### src/rtl/rd_port_arbiter.sv
// -----------------------------------------------------------------------------
// rd_port_arbiter
//
// Shares one memory-controller read port between NREQ read requesters
// (data, weight and auxiliary DMA read channels). One requester owns the
// port at a time. The owner's burst command is issued, BURST_LEN words are
// popped from the read-data FIFO and each word is strobed back to the owner.
// The next owner is chosen round-robin, starting after the previous winner.
//
// Ports
//   clk           clock, every register updates on the rising edge
//   rst           synchronous reset, active low (0 = reset)
//   req_en        per-requester read request (level, held until req_done)
//   req_addr      per-requester burst start address, packed NREQ x ADDR_W
//   req_data      returned word, shared by all requesters
//   req_we        one-hot strobe, req_data belongs to requester i
//   req_done      one-cycle pulse, burst for requester i complete
//   grant         one-hot current owner, 0 when idle
//   busy          high whenever the FSM is not in IDLE
//   mem_cmd_en    burst command strobe
//   mem_cmd_addr  burst start address of the current owner
//   mem_cmd_bl    burst length minus one (constant)
//   mem_cmd_full  command FIFO full
//   mem_rd_en     pop the read-data FIFO
//   mem_rd_data   read-data FIFO head (first-word-fall-through)
//   mem_rd_empty  read-data FIFO empty
//   fsm_state     debug view of the arbiter FSM (0 IDLE, 1 CMD, 2 READ, 3 DONE)
//
// Handshakes with the memory controller: a transfer happens on a rising
// edge where the sender's valid is high and the receiver is ready. For the
// command path valid is mem_cmd_en and ready is ~mem_cmd_full; mem_cmd_en is
// only raised while ready, so every cycle it is high is an accepted command.
// For the read-data path valid is ~mem_rd_empty and ready is mem_rd_en; the
// arbiter only raises mem_rd_en while the FIFO is non-empty, so every cycle
// it is high is exactly one popped word.
// -----------------------------------------------------------------------------
module rd_port_arbiter #(
  parameter int NREQ      = 4,
  parameter int ADDR_W    = 30,
  parameter int DATA_W    = 16,
  parameter int BURST_LEN = 16
) (
  input  logic                     clk,
  input  logic                     rst,
  input  logic [NREQ-1:0]          req_en,
  input  logic [NREQ*ADDR_W-1:0]   req_addr,
  output logic [DATA_W-1:0]        req_data,
  output logic [NREQ-1:0]          req_we,
  output logic [NREQ-1:0]          req_done,
  output logic [NREQ-1:0]          grant,
  output logic                     busy,
  output logic                     mem_cmd_en,
  output logic [ADDR_W-1:0]        mem_cmd_addr,
  output logic [5:0]               mem_cmd_bl,
  input  logic                     mem_cmd_full,
  output logic                     mem_rd_en,
  input  logic [DATA_W-1:0]        mem_rd_data,
  input  logic                     mem_rd_empty,
  output logic [1:0]               fsm_state
);

  localparam int PTR_W = (NREQ > 1) ? $clog2(NREQ) : 1;
  localparam int CNT_W = (BURST_LEN > 1) ? $clog2(BURST_LEN) : 1;
  localparam logic [CNT_W-1:0] LAST_CNT = CNT_W'(BURST_LEN - 1);
  localparam logic [PTR_W-1:0] LAST_REQ = PTR_W'(NREQ - 1);

  typedef enum logic [1:0] {
    IDLE = 2'd0,
    CMD  = 2'd1,
    READ = 2'd2,
    DONE = 2'd3
  } state_t;

  state_t               state_q;
  state_t               state_d;

  logic [PTR_W-1:0]     ptr_q;       // first index scanned at next arbitration
  logic [PTR_W-1:0]     winner_q;    // index of current owner
  logic [CNT_W-1:0]     cnt_q;       // words popped in the current burst
  logic [NREQ-1:0]      grant_q;
  logic [ADDR_W-1:0]    cmd_addr_q;
  logic [DATA_W-1:0]    req_data_q;
  logic [NREQ-1:0]      req_we_q;
  logic [NREQ-1:0]      req_done_q;

  logic                 pick_valid;
  logic [PTR_W-1:0]     pick_idx;
  logic [PTR_W-1:0]     scan_idx;
  logic [PTR_W-1:0]     ptr_next;
  logic [ADDR_W-1:0]    addr_arr [NREQ];

  // Unpack the flat address bus so the winner's address is a plain index.
  for (genvar g = 0; g < NREQ; g++) begin : g_addr
    assign addr_arr[g] = req_addr[g*ADDR_W +: ADDR_W];
  end

  // Round-robin pick: scan ptr, ptr+1, ... (mod NREQ) and take the first
  // requester found. Because ptr moves past the last winner, a requester
  // that re-asserts immediately is scanned last.
  always_comb begin
    pick_valid = 1'b0;
    pick_idx   = '0;
    scan_idx   = '0;
    for (int k = 0; k < NREQ; k++) begin
      scan_idx = PTR_W'((int'(ptr_q) + k) % NREQ);
      if (!pick_valid && req_en[scan_idx]) begin
        pick_valid = 1'b1;
        pick_idx   = scan_idx;
      end
    end
  end

  assign ptr_next = (winner_q == LAST_REQ) ? '0 : winner_q + 1'b1;

  // FSM state register
  always_ff @(posedge clk) begin
    if (!rst) begin
      state_q <= IDLE;
    end else begin
      state_q <= state_d;
    end
  end

  // FSM next state and the two combinational memory strobes
  always_comb begin
    state_d    = state_q;
    mem_cmd_en = 1'b0;
    mem_rd_en  = 1'b0;
    case (state_q)
      IDLE: begin
        if (pick_valid) begin
          state_d = CMD;
        end
      end
      CMD: begin
        if (!mem_cmd_full) begin
          mem_cmd_en = 1'b1;
          state_d    = READ;
        end
      end
      READ: begin
        if (!mem_rd_empty) begin
          mem_rd_en = 1'b1;
          if (cnt_q == LAST_CNT) begin
            state_d = DONE;
          end
        end
      end
      DONE: begin
        state_d = IDLE;
      end
      default: begin
        state_d = IDLE;
      end
    endcase
  end

  // Datapath: ownership, command address, word counter and return strobes.
  always_ff @(posedge clk) begin
    if (!rst) begin
      ptr_q      <= '0;
      winner_q   <= '0;
      cnt_q      <= '0;
      grant_q    <= '0;
      cmd_addr_q <= '0;
      req_data_q <= '0;
      req_we_q   <= '0;
      req_done_q <= '0;
    end else begin
      // Strobes are single-cycle unless re-armed below.
      req_we_q   <= '0;
      req_done_q <= '0;
      case (state_q)
        IDLE: begin
          if (pick_valid) begin
            grant_q    <= NREQ'(1) << pick_idx;
            winner_q   <= pick_idx;
            cmd_addr_q <= addr_arr[pick_idx];
          end
        end
        READ: begin
          // Word reaches the requester one cycle after its pop.
          if (mem_rd_en) begin
            req_data_q <= mem_rd_data;
            req_we_q   <= grant_q;
            cnt_q      <= (cnt_q == LAST_CNT) ? '0 : cnt_q + 1'b1;
          end
        end
        DONE: begin
          // req_done lands on the cycle the last req_we drops.
          req_done_q <= grant_q;
          grant_q    <= '0;
          ptr_q      <= ptr_next;
        end
        default: begin
        end
      endcase
    end
  end

  assign req_data     = req_data_q;
  assign req_we       = req_we_q;
  assign req_done     = req_done_q;
  assign grant        = grant_q;
  assign busy         = (state_q != IDLE);
  assign mem_cmd_addr = cmd_addr_q;
  assign mem_cmd_bl   = 6'(BURST_LEN - 1);
  assign fsm_state    = state_q;

endmodule

### config.mk
export PLATFORM = sky130hd
export DESIGN_NAME = rd_port_arbiter
export DESIGN_NICKNAME = d
export VERILOG_FILES = /design/src/rtl/rd_port_arbiter.sv
export SDC_FILE = /design/constraint.sdc
export NUM_CORES = 1
export LEC_CHECK = 0
export BUFFER_PORTS_ARGS = -buffer_cell sky130_fd_sc_hd__buf_2
export CORE_MARGIN = 3
export CORE_UTILIZATION = 35
export DETAILED_ROUTE_END_ITERATION = 12
export GPL_ROUTABILITY_DRIVEN = 0
export PLACE_DENSITY = 0.66
export SLEW_MARGIN = 15
export SYNTH_ARGS = -nofsm -noshare
export SYNTH_HDL_FRONTEND = slang
export SYNTH_SLANG_ARGS = --single-unit
### constraint.sdc
create_clock -name clk -period 1.6 [get_ports clk]
set_input_delay 0.24 -clock clk [delete_from_list [all_inputs] [get_ports clk]]
set_output_delay 0.24 -clock clk [all_outputs]
set_load 0.03 [all_outputs]
==> metrics.md, run 1 <==
| Metric | Value |
|---|---|
| Total CTS buffers | 9 |
| Detailed Routing Iterations Pass 1 | 5 |
| Initial core utilization | 36.4% |
| Hold depth | 3 |
| WHS Endpoint | req_data[4]$_SDFFE_PN0P_ |
| Worst EP required | approximately 1.9 ns |
| Post-synth top cells | dfxtp_1, o21ai_0, a21oi_1, nand2_1, nand3_1 |
| Crit path arrival time | 1.88 ns |
| Pins Over Slew Limit | 0 |
| R2R Setup Slk | -0.003 ns |
| Register area | 1380 um2 |
| Die Area | 11500 um2 |
| Post-route DRC | 0 |
| Die H | 107 um |
| Nets | 818 |
| ANT cells | 0 |
| Final Cell Area | 5520 um2 |
| Post-synth ARST share | 0% |
| Status | finished with violations |
| Most common cell in the netlist | dfxtp_1 |
| Top_reg_cell synth | dfxtp_1 |
| Clk sinks | 68 |
| YS warnings | 0 |
| Period utilization | 100% |
| Crit end category | register |
| Max-cap violations | 0 |
| Mapped cell area | about 3600 um2 |
| Core area | 9860 um2 |
| Final setup margin | -0.00340 ns |
| # rows | 36 |
| Yosys top cell area share | 37.9% |
| Critical-path cell list | mux2i_2 > o22a_2 > buf_4 > nand3_1 > a21o_1 > a21oi_1 |
| Average cell area after synthesis | 7.99 um2 |
| Max-slew headroom | around 65% |
| Synth cell types | between 40 and 50 |
| CTS tree | built |
| CTS Root Cell | clkbuf_8 |
| Register bit total from synthesis | 68 |
| P_leak | 2.53 nW |
| Clock skew | around 0.014 ns |
| Number of global-route vias before repair | 4096 |
| Crit start category | register |
| Seq/Total Area, Yosys | 37.9% |
| Critical path class | reg2reg |
| Placed cell areas | 4920 um2 |
| Width of the chip | between 100 and 150 um |
| Synth area leader | dfxtp_1 |
| Area Growth Syn to Fin | 53.6% |
| Post-DP HPWL | 9600 um |
| Multi-input gate area | about 2200 um2 |
| Cts-stage hold buffer count | 0 |
| Max Clock Freq | 624 MHz |
| Hold Fails Final Rpt | 0 |
| Share of cells above drive strength 1 | slightly below 50% |
| IO buf count | 206 |
| Power per cell area | 1450 nW/um2 |
| Global-route usage over all layers | 21.5% |
| Final-report setup violation count | 1 |
| CP max-delay cell | dfxtp_4 |
| First-pass GRT wire length | 19500 um |
| WL/cell | 16.9 um |
| Final ANT Viol Nets | 0 |
| Worst skew pair latency | 0.36 ns |
| RSZ-0062 raised after global routing | yes |
| Failing checks | setup timing |
| Non-Filler Instances | 804 |
| Via count | around 4400 |
| Worst r2r path cells | 6 |
| Drt initial violations | 331 |
| Worst hold start | mem_rd_data[4] |
| Vias per Instance | 5.42 |
| CTS max path bufs | 2 |
| Syn Inst Count | 450 |
| Slew @ Worst Pin | 0.523 ns |
| Total wire length | 13600 um |
| H-tree Lvls | 3 |
| Initial antenna violation count | 0 |
| Worst reg2reg path startpoint | ptr_q[1]$_SDFFE_PN0P_ |
| Clock transition at path regs | 0.08 ns |
| Top Ports | 213 |
| Dpl ws | -0.154 ns |
| Number of flops mapped to enable cells by yosys | 0 |
| Crit path max fanout | 10 |
| Largest net degree at the start of global routing | 29 |
| Total grt overflow | 0 |
| Slowest stage delay, CP | 0.40 ns |
| Min-delay worst type | in2reg |
| Maximum vdd drop | 0.000778 V |
| RR Endpoint | mem_cmd_addr[12]$_SDFFE_PN0P_ |
| Synth area leaders | dfxtp_1, o21ai_0, a21oi_1, a221oi_1, a21o_1 |
| Cells after DPL | slightly below 800 |
| Final min period | 1.60 ns |
| Fill cells | 910 |
==> state kept, by name, summed over array words and instances (netlist names) <==
name / cells
req_data: 16
cnt_q: 4
grant: 4
mem_cmd_addr: 30
winner_q: 2
req_we: 4
fsm_state: 2
ptr_q: 2
req_done: 4
==> cell type report <==
class	instances	area share [%]
multi-input cells	329	40.6
repair buffers	252	27.1
clock buffers	10	2.70
clock inverters	5	1.04
well taps	133	3.02
inverters	7	0.680
flip-flops and latches	68	24.9
==> worst max path at each step <==
stage,startpoint,slack (ns),endpoint,depth (start not counted)
finish,ptr_q[1]$_SDFFE_PN0P_,-0.003,mem_cmd_addr[12]$_SDFFE_PN0P_,6
global route,ptr_q[1]$_SDFFE_PN0P_,-0.09,mem_cmd_addr[12]$_SDFFE_PN0P_,6
CTS,ptr_q[1]$_SDFFE_PN0P_,-0.01,mem_cmd_addr[26]$_SDFFE_PN0P_,6
detailed placement,ptr_q[1]$_SDFFE_PN0P_,-0.15,mem_cmd_addr[18]$_SDFFE_PN0P_,7
global placement,ptr_q[1]$_SDFFE_PN0P_,-0.04,mem_cmd_addr[28]$_SDFFE_PN0P_,6
floorplan,fsm_state[0]$_SDFFE_PN0P_,-0.07,grant[2]$_SDFFE_PN0P_,6
==> cells in the final DEF, fill, tap and decap left out, types with 11 or more instances in the layout <==
master,netlist,final
a21oi_1,56,53
nand3_1,33,33
nor2_1,13,11
dfxtp_1,68,63
o21ai_0,63,63
a221oi_2,2,19
buf_4,9,35
buf_2,14,203
nand2_1,44,43
a21o_1,30,30
==> repair_timing <==
| action | CTS | global route |
|---|---|---|
| cloned | 0 | 2 |
| setup endpoints to repair | 35 | 36 |
| setup buffers | 4 | 2 |
| pin swaps | 2 | 10 |
| gates resized for setup | 18 | 45 |
==> kinds of logic after synthesis <==
| family | count (synthesis) | share of synthesized area [%] |
|---|---|---|
| xor+xnor | 1 | 0.244 |
| mux | 5 | 1.39 |
| buf+inv | 57 | 8.32 |
| compound gates | 195 | 34.3 |
| fa+ha+maj | 7 | 2.44 |
| simple gates | 115 | 15.3 |
| other cells | 2 | 0.209 |
| flops | 68 | 37.9 |
==> power breakdown <==
group,internal (W),switching [W]
Sequential,0.00209,0.000247
Combinational,0.00163,0.00249
Clock,0.000810,0.000710
==> stage by stage <==
step,total power [W],TNS [ns],util [%],hold slack [ns]
global route,0.00840,-1.03,55.9,0.116
global placement,0.00577,-0.667,49.8,0.439
detailed placement,0.00586,-3.14,49.8,0.446
finish,0.00798,-0.00340,55.9,0.124
CTS,0.00756,-0.0109,53.0,0.116
floorplan,0.00466,-0.0751,-,0.376
==> routing by layer <==
| layer | wire [um] | GRT usage [%] | up-vias |
|---|---|---|---|
| met5 | 0 | 0 | - |
| met4 | 341 | 9.13 | 0 |
| met3 | 1080 | 4.62 | 28 |
| met2 | 6810 | 38.2 | 213 |
| met1 | 5360 | 24.7 | 2048 |
| li1 | - | - | 2069 |
==> critical path, delay by kind of cell (launching register included) <==
family	cells	cell delay, ns
AO/OA/AOI/OAI	3	0.56
AND/OR/NAND/NOR	1	0.09
multiplexers	1	0.28
buffers and inverters	1	0.20
flip-flops	1	0.40
Power figures use the tool's default switching activity.
==> run 2: changes to the inputs <==
--- a/config.mk
+++ b/config.mk
@@ -10,6 +10,7 @@
 export CORE_UTILIZATION = 35
 export DETAILED_ROUTE_END_ITERATION = 12
 export GPL_ROUTABILITY_DRIVEN = 0
+export GPL_TIMING_DRIVEN = 0
 export PLACE_DENSITY = 0.66
 export SLEW_MARGIN = 15
 export SYNTH_ARGS = -nofsm -noshare
==> metrics.md, run 2 (synthesized netlist as in run 1, its figures left out) <==
| Metric | Value |
|---|---|
| Total CTS buffers | 9 |
| Min-delay worst type | in2reg |
| Cts-stage hold buffer count | 0 |
| Nets | 838 |
| Core area | 9860 um2 |
| Post-route DRC | 0 |
| Vias per Instance | 5.22 |
| GR Util met2 | around 36% |
| RSZ-0062 raised after global routing | yes |
| CTS tree | built |
| Met1 Usage GRT | around 26% |
| Global-route usage over all layers | a little over a fifth |
| Core Util, Final | 56.8% |
| Clock skew | 0.00896 ns |
| Total grt overflow | 0 |
| Maximum vdd drop | 0.000895 V |
| Most frequent cells in the layout | buf_2, o21ai_0, dfxtp_1 |
| Post-DP HPWL | 9520 um |
| # rows | 36 |
| IO buf count | 202 |
| Detailed Routing Iterations Pass 1 | 5 |
| Crit start category | register |
| WHS | 0.115 ns |
| CTS Root Cell | clkbuf_8 |
| WL/cell | 16.3 um |
| GRT busiest layer | met2 |
| Commonest non-fill, non-tap cell in the layout | buf_2 |
| H-tree Lvls | 3 |
| Placed cell areas | 4820 um2 |
| Pins Over Slew Limit | 0 |
| Clock transition at path regs | 0.08 ns |
| Number of global-route vias before repair | 4099 |
| Hold Fails Final Rpt | 0 |
| Worst skew pair latency | 0.36 ns |
| First-pass GRT wire length | 19600 um |
| Final Cell Area | around 5600 um2 |
| Max Clock Freq | 619 MHz |
| P_leak | ~2.6 nW |
| Period utilization | 101% |
| Max FFs per register | 30 |
| Via count | 4310 |
| Failing checks | setup timing |
| Fill cells | 921 |
| Max-cap violations | 0 |
| Dpl ws | -0.263 ns |
| Final setup margin | -0.0142 ns |
| Final-report setup violation count | 5 |
| Width of the chip | 107 um |
| Initial antenna violation count | 0 |
| Drt initial violations | 217 |
| Final min period | approximately 1.6 ns |
| Die H | 107 um |
| M3 GR Usage | 4.80% |
| CTS max path bufs | 2 |
| Power per cell area | 1430 nW/um2 |
| ANT cells | 0 |
| Initial core utilization | a little over a third |
| Crit path max fanout | 10 |
| Status | finished with violations |
| Final ANT Viol Nets | 0 |
| Share of cells above drive strength 1 | 48.8% |
| Area Growth Syn to Fin | 55.9% |
| Total wire length | 13500 um |
| Crit path arrival time | 1.90 ns |
| Critical path class | reg2reg |
| Clk sinks | slightly below 70 |
| Die Area | approximately 12000 um2 |
| Top Ports | 213 |
| Crit end category | register |
| Largest net degree at the start of global routing | 15 |
| Worst EP required | 1.89 ns |
run 2: changes by cell type in the layout (fill, tap and decap cells not counted), sizes merged:
cell and delta:
clkbuf +14, buf +6, inv +2, bufinv -1
clkinv -1, clkinvlp +1
run 2: final timing paths:
check | end | from | slack [ns] | cells past startpoint
worst min register to register | req_data[7]$_SDFFE_PN0P_ | req_data[7]$_SDFFE_PN0P_ | 0.46 | 2
worst max register to register | mem_cmd_addr[4]$_SDFFE_PN0P_ | ptr_q[1]$_SDFFE_PN0P_ | -0.01 | 7
worst max-delay path | mem_cmd_addr[4]$_SDFFE_PN0P_ | ptr_q[1]$_SDFFE_PN0P_ | -0.01 | 7
worst min-delay path | req_data[1]$_SDFFE_PN0P_ | mem_rd_data[1] | 0.12 | 3
run 2: where the power goes:
part	switching (W)	total (W)	internal [W]
clock	0.000788	0.00147	0.000684
combinational	0.00255	0.00422	0.00168
sequential	0.000240	0.00233	0.00209
total	0.00357	0.00803	0.00445
run 2: timing repair:
item / CTS / global route
buffers inserted: 9 / 12
pin swaps: 2 / 11
setup endpoints to repair: 48 / 57
resized for setup: 41 / 67
run 2: critical path, cell delays in order (launching register included):
cell,delay [ns]
dfxtp_4,0.39
mux2i_2,0.26
o22a_1,0.25
buf_4,0.13
buf_6,0.12
nand3_1,0.09
a21o_1,0.17
a21oi_1,0.14
run 2: per-layer routing:
layer / vias up / share of wire, %
li1: 2115 / -
met1: 1979 / 41
met2: 187 / 50
met3: 29 / 6.8
met4: 0 / 2.5
met5: - / 0
run 2: cell type report:
cell class                      count  area [um2]  share of cell area (%)
Multi-Input combinational cell    329        2270                    40.4
Sequential cell                    68        1380                    24.6
Timing Repair Buffer              223        1200                    21.3
Buffer                             49         357                    6.36
Tap cell                          133         166                    2.97
Clock buffer                       10         149                    2.66
Clock inverter                      6        52.6                   0.938
Inverter                            7        37.5                   0.670
run 2: through the flow:
stage	total power [W]	std cells	TNS, ns
after floorplan	0.00466	454	-0.0751
after global placement	0.00566	789	-6.88
after detailed placement	0.00571	789	-7.22
after CTS	0.00753	814	-0.302
after global routing	0.00850	825	-1.82
final	0.00803	825	-0.0225
==> run 3: changes to the inputs <==
--- a/config.mk
+++ b/config.mk
@@ -7,11 +7,11 @@
 export LEC_CHECK = 0
 export BUFFER_PORTS_ARGS = -buffer_cell sky130_fd_sc_hd__buf_2
 export CORE_MARGIN = 3
-export CORE_UTILIZATION = 35
+export CORE_UTILIZATION = 40
 export DETAILED_ROUTE_END_ITERATION = 12
 export GPL_ROUTABILITY_DRIVEN = 0
 export GPL_TIMING_DRIVEN = 0
-export PLACE_DENSITY = 0.66
+export PLACE_DENSITY = 0.75
 export SLEW_MARGIN = 15
 export SYNTH_ARGS = -nofsm -noshare
 export SYNTH_HDL_FRONTEND = slang
==> metrics.md, run 3 (synthesized netlist as in run 1, its figures left out) <==
| Metric | Value |
|---|---|
| Nets | 835 |
| Total CTS buffers | 9 |
| Max-cap violations | 0 |
| Placed cell areas | 4790 um2 |
| Number of global-route vias before repair | a little over 4000 |
| # rows | 33 |
| Clock transition at path regs | 0.08 ns |
| Hold Fails Final Rpt | 0 |
| Width of the chip | 101 um |
| Global-route usage over all layers | 23.8% |
| Pins Over Slew Limit | 0 |
| Non-Filler Instances | 794 |
| Cells after DPL | roughly 760 |
| Maximum vdd drop | approximately 0.00078 V |
| Die Area | 10200 um2 |
| CTS tree | built |
| Via count | 4379 |
| RSZ-0062 raised after global routing | yes |
| Multi-input gate area | 2340 um2 |
| Slew @ Worst Pin | 0.523 ns |
| Cts-stage hold buffer count | 0 |
| ANT cells | 0 |
| Clk sinks | 68 |
| IO buf count | 202 |
| Vias per Instance | 5.52 |
| Max FFs per register | 30 |
| Post-route DRC | 0 |
| Detailed Routing Iterations Pass 1 | 4 |
| Initial core utilization | 42.5% |
| Initial antenna violation count | 0 |
| Final Cell Area | about 5700 um2 |
| Area Growth Syn to Fin | 59.4% |
| Most frequent cells in the layout | buf_2, dfxtp_1, o21ai_0 |
| Max-slew headroom | 65.1% |
| Sw frac | 43.3% |
| Sw power | between 0.003 and 0.004 W |
| Max Clock Freq | 620 MHz |
| Crit end category | register |
| Largest net degree at the start of global routing | 14 |
| Clock skew | 0.0152 ns |
| Fill cells | 711 |
| Total wire length | approximately 14000 um |
| Status | finished with violations |
| Final min period | 1.61 ns |
| Die H | 101 um |
| Cell Int Power | 0.00470 W |
| CTS Root Cell | clkbuf_8 |
| Final ANT Viol Nets | 0 |
| Crit path arrival time | 1.86 ns |
| First-pass GRT wire length | around 19000 um |
| Final setup margin | -0.0126 ns |
| Power per cell area | 1450 nW/um2 |
| Failing checks | setup timing |
| Period utilization | 101% |
| Post-DP HPWL | around 9400 um |
| Drt initial violations | 230 |
| Clock power share | 19.0% |
| Seq pwr share | between 20% and 30% |
| Worst EP required | 1.85 ns |
| Core area | 8460 um2 |
| Share of cells above drive strength 1 | roughly half |
| Worst skew pair latency | ~0.36 ns |
| Final-report setup violation count | 1 |
| Crit path max fanout | 10 |
| Register area | between 1000 and 1500 um2 |
| Commonest non-fill, non-tap cell in the layout | buf_2 |
| Min-delay worst type | in2reg |
| P_leak | 2.62 nW |
| Top Ports | between 200 and 250 |
| H-tree Lvls | 3 |
| CTS max path bufs | 2 |
| WL/cell | 17.2 um |
| Total grt overflow | 0 |
| Gate power share | 53.0% |
| Critical path class | reg2reg |
| Crit start category | register |
==> run 3: final cells by class <==
cell class              instances  share of cell area, %
inverters                       7                  0.612
well taps                     105                   2.29
clock buffers                  10                   2.60
plain buffers                  49                   7.06
clock inverters                 6                   1.22
flip-flops and latches         68                   24.0
repair buffers                220                   21.4
multi-input cells             329                   40.8
==> run 3: repair_timing <==
| action | in CTS | in global routing |
|---|---|---|
| pin swaps | 1 | 22 |
| resized for setup | 45 | 94 |
| endpoints found under the setup margin | 49 | 55 |
| gates cloned | 1 | 2 |
| setup buffers | 9 | 6 |
==> run 3: worst paths after layout <==
check | from | to | slack [ns] | cells past startpoint
worst min-delay path | mem_rd_data[3] | req_data[3]$_SDFFE_PN0P_ | 0.12 | 3
worst max-delay path | ptr_q[1]$_SDFFE_PN0P_ | mem_cmd_addr[21]$_SDFFE_PN0P_ | -0.01 | 6
worst max register to register | ptr_q[1]$_SDFFE_PN0P_ | mem_cmd_addr[21]$_SDFFE_PN0P_ | -0.01 | 6
worst min register to register | req_data[14]$_SDFFE_PN0P_ | req_data[14]$_SDFFE_PN0P_ | 0.45 | 2
==> run 3: critical path, cell delays in order, from the launching register on <==
cell and delay (ns):
dfxtp_4 0.38, buf_2 0.15, or3b_4 0.43, buf_6 0.16, nand3_1 0.08, a21oi_1 0.08
o221a_2 0.22
==> run 3: power by group through the flow <==
| stage | Sequential, W | Combinational (W) | Clock, W |
|---|---|---|---|
| after global routing | 0.00237 | 0.00469 | 0.00166 |
| after global placement | 0.00233 | 0.00330 | 0 |
| final | 0.00233 | 0.00439 | 0.00157 |
| after floorplan | 0.00304 | 0.00161 | 0 |
| after detailed placement | 0.00234 | 0.00336 | 0 |
| after CTS | 0.00230 | 0.00383 | 0.00159 |
==> run 3: per-stage QoR <==
stage	setup TNS, ns	power [W]	worst slack (ns)	util [%]	hold WS [ns]
after floorplan	-0.0751	0.00466	-0.0724	-	0.376
after global placement	-5.53	0.00563	-0.235	56.6	0.439
after detailed placement	-7.10	0.00570	-0.251	56.6	0.443
after CTS	-0.270	0.00772	-0.0625	62.1	0.113
after global routing	-1.27	0.00872	-0.0880	67.7	0.112
final	-0.0126	0.00829	-0.0126	67.7	0.119
==> run 3: per-layer routing <==
layer | GRT usage [%] | wire (um)
met5 | 0 | 0
met4 | 5.91 | 164
met3 | 6.23 | 1070
met2 | 42.0 | 6930
met1 | 28.7 | 5460
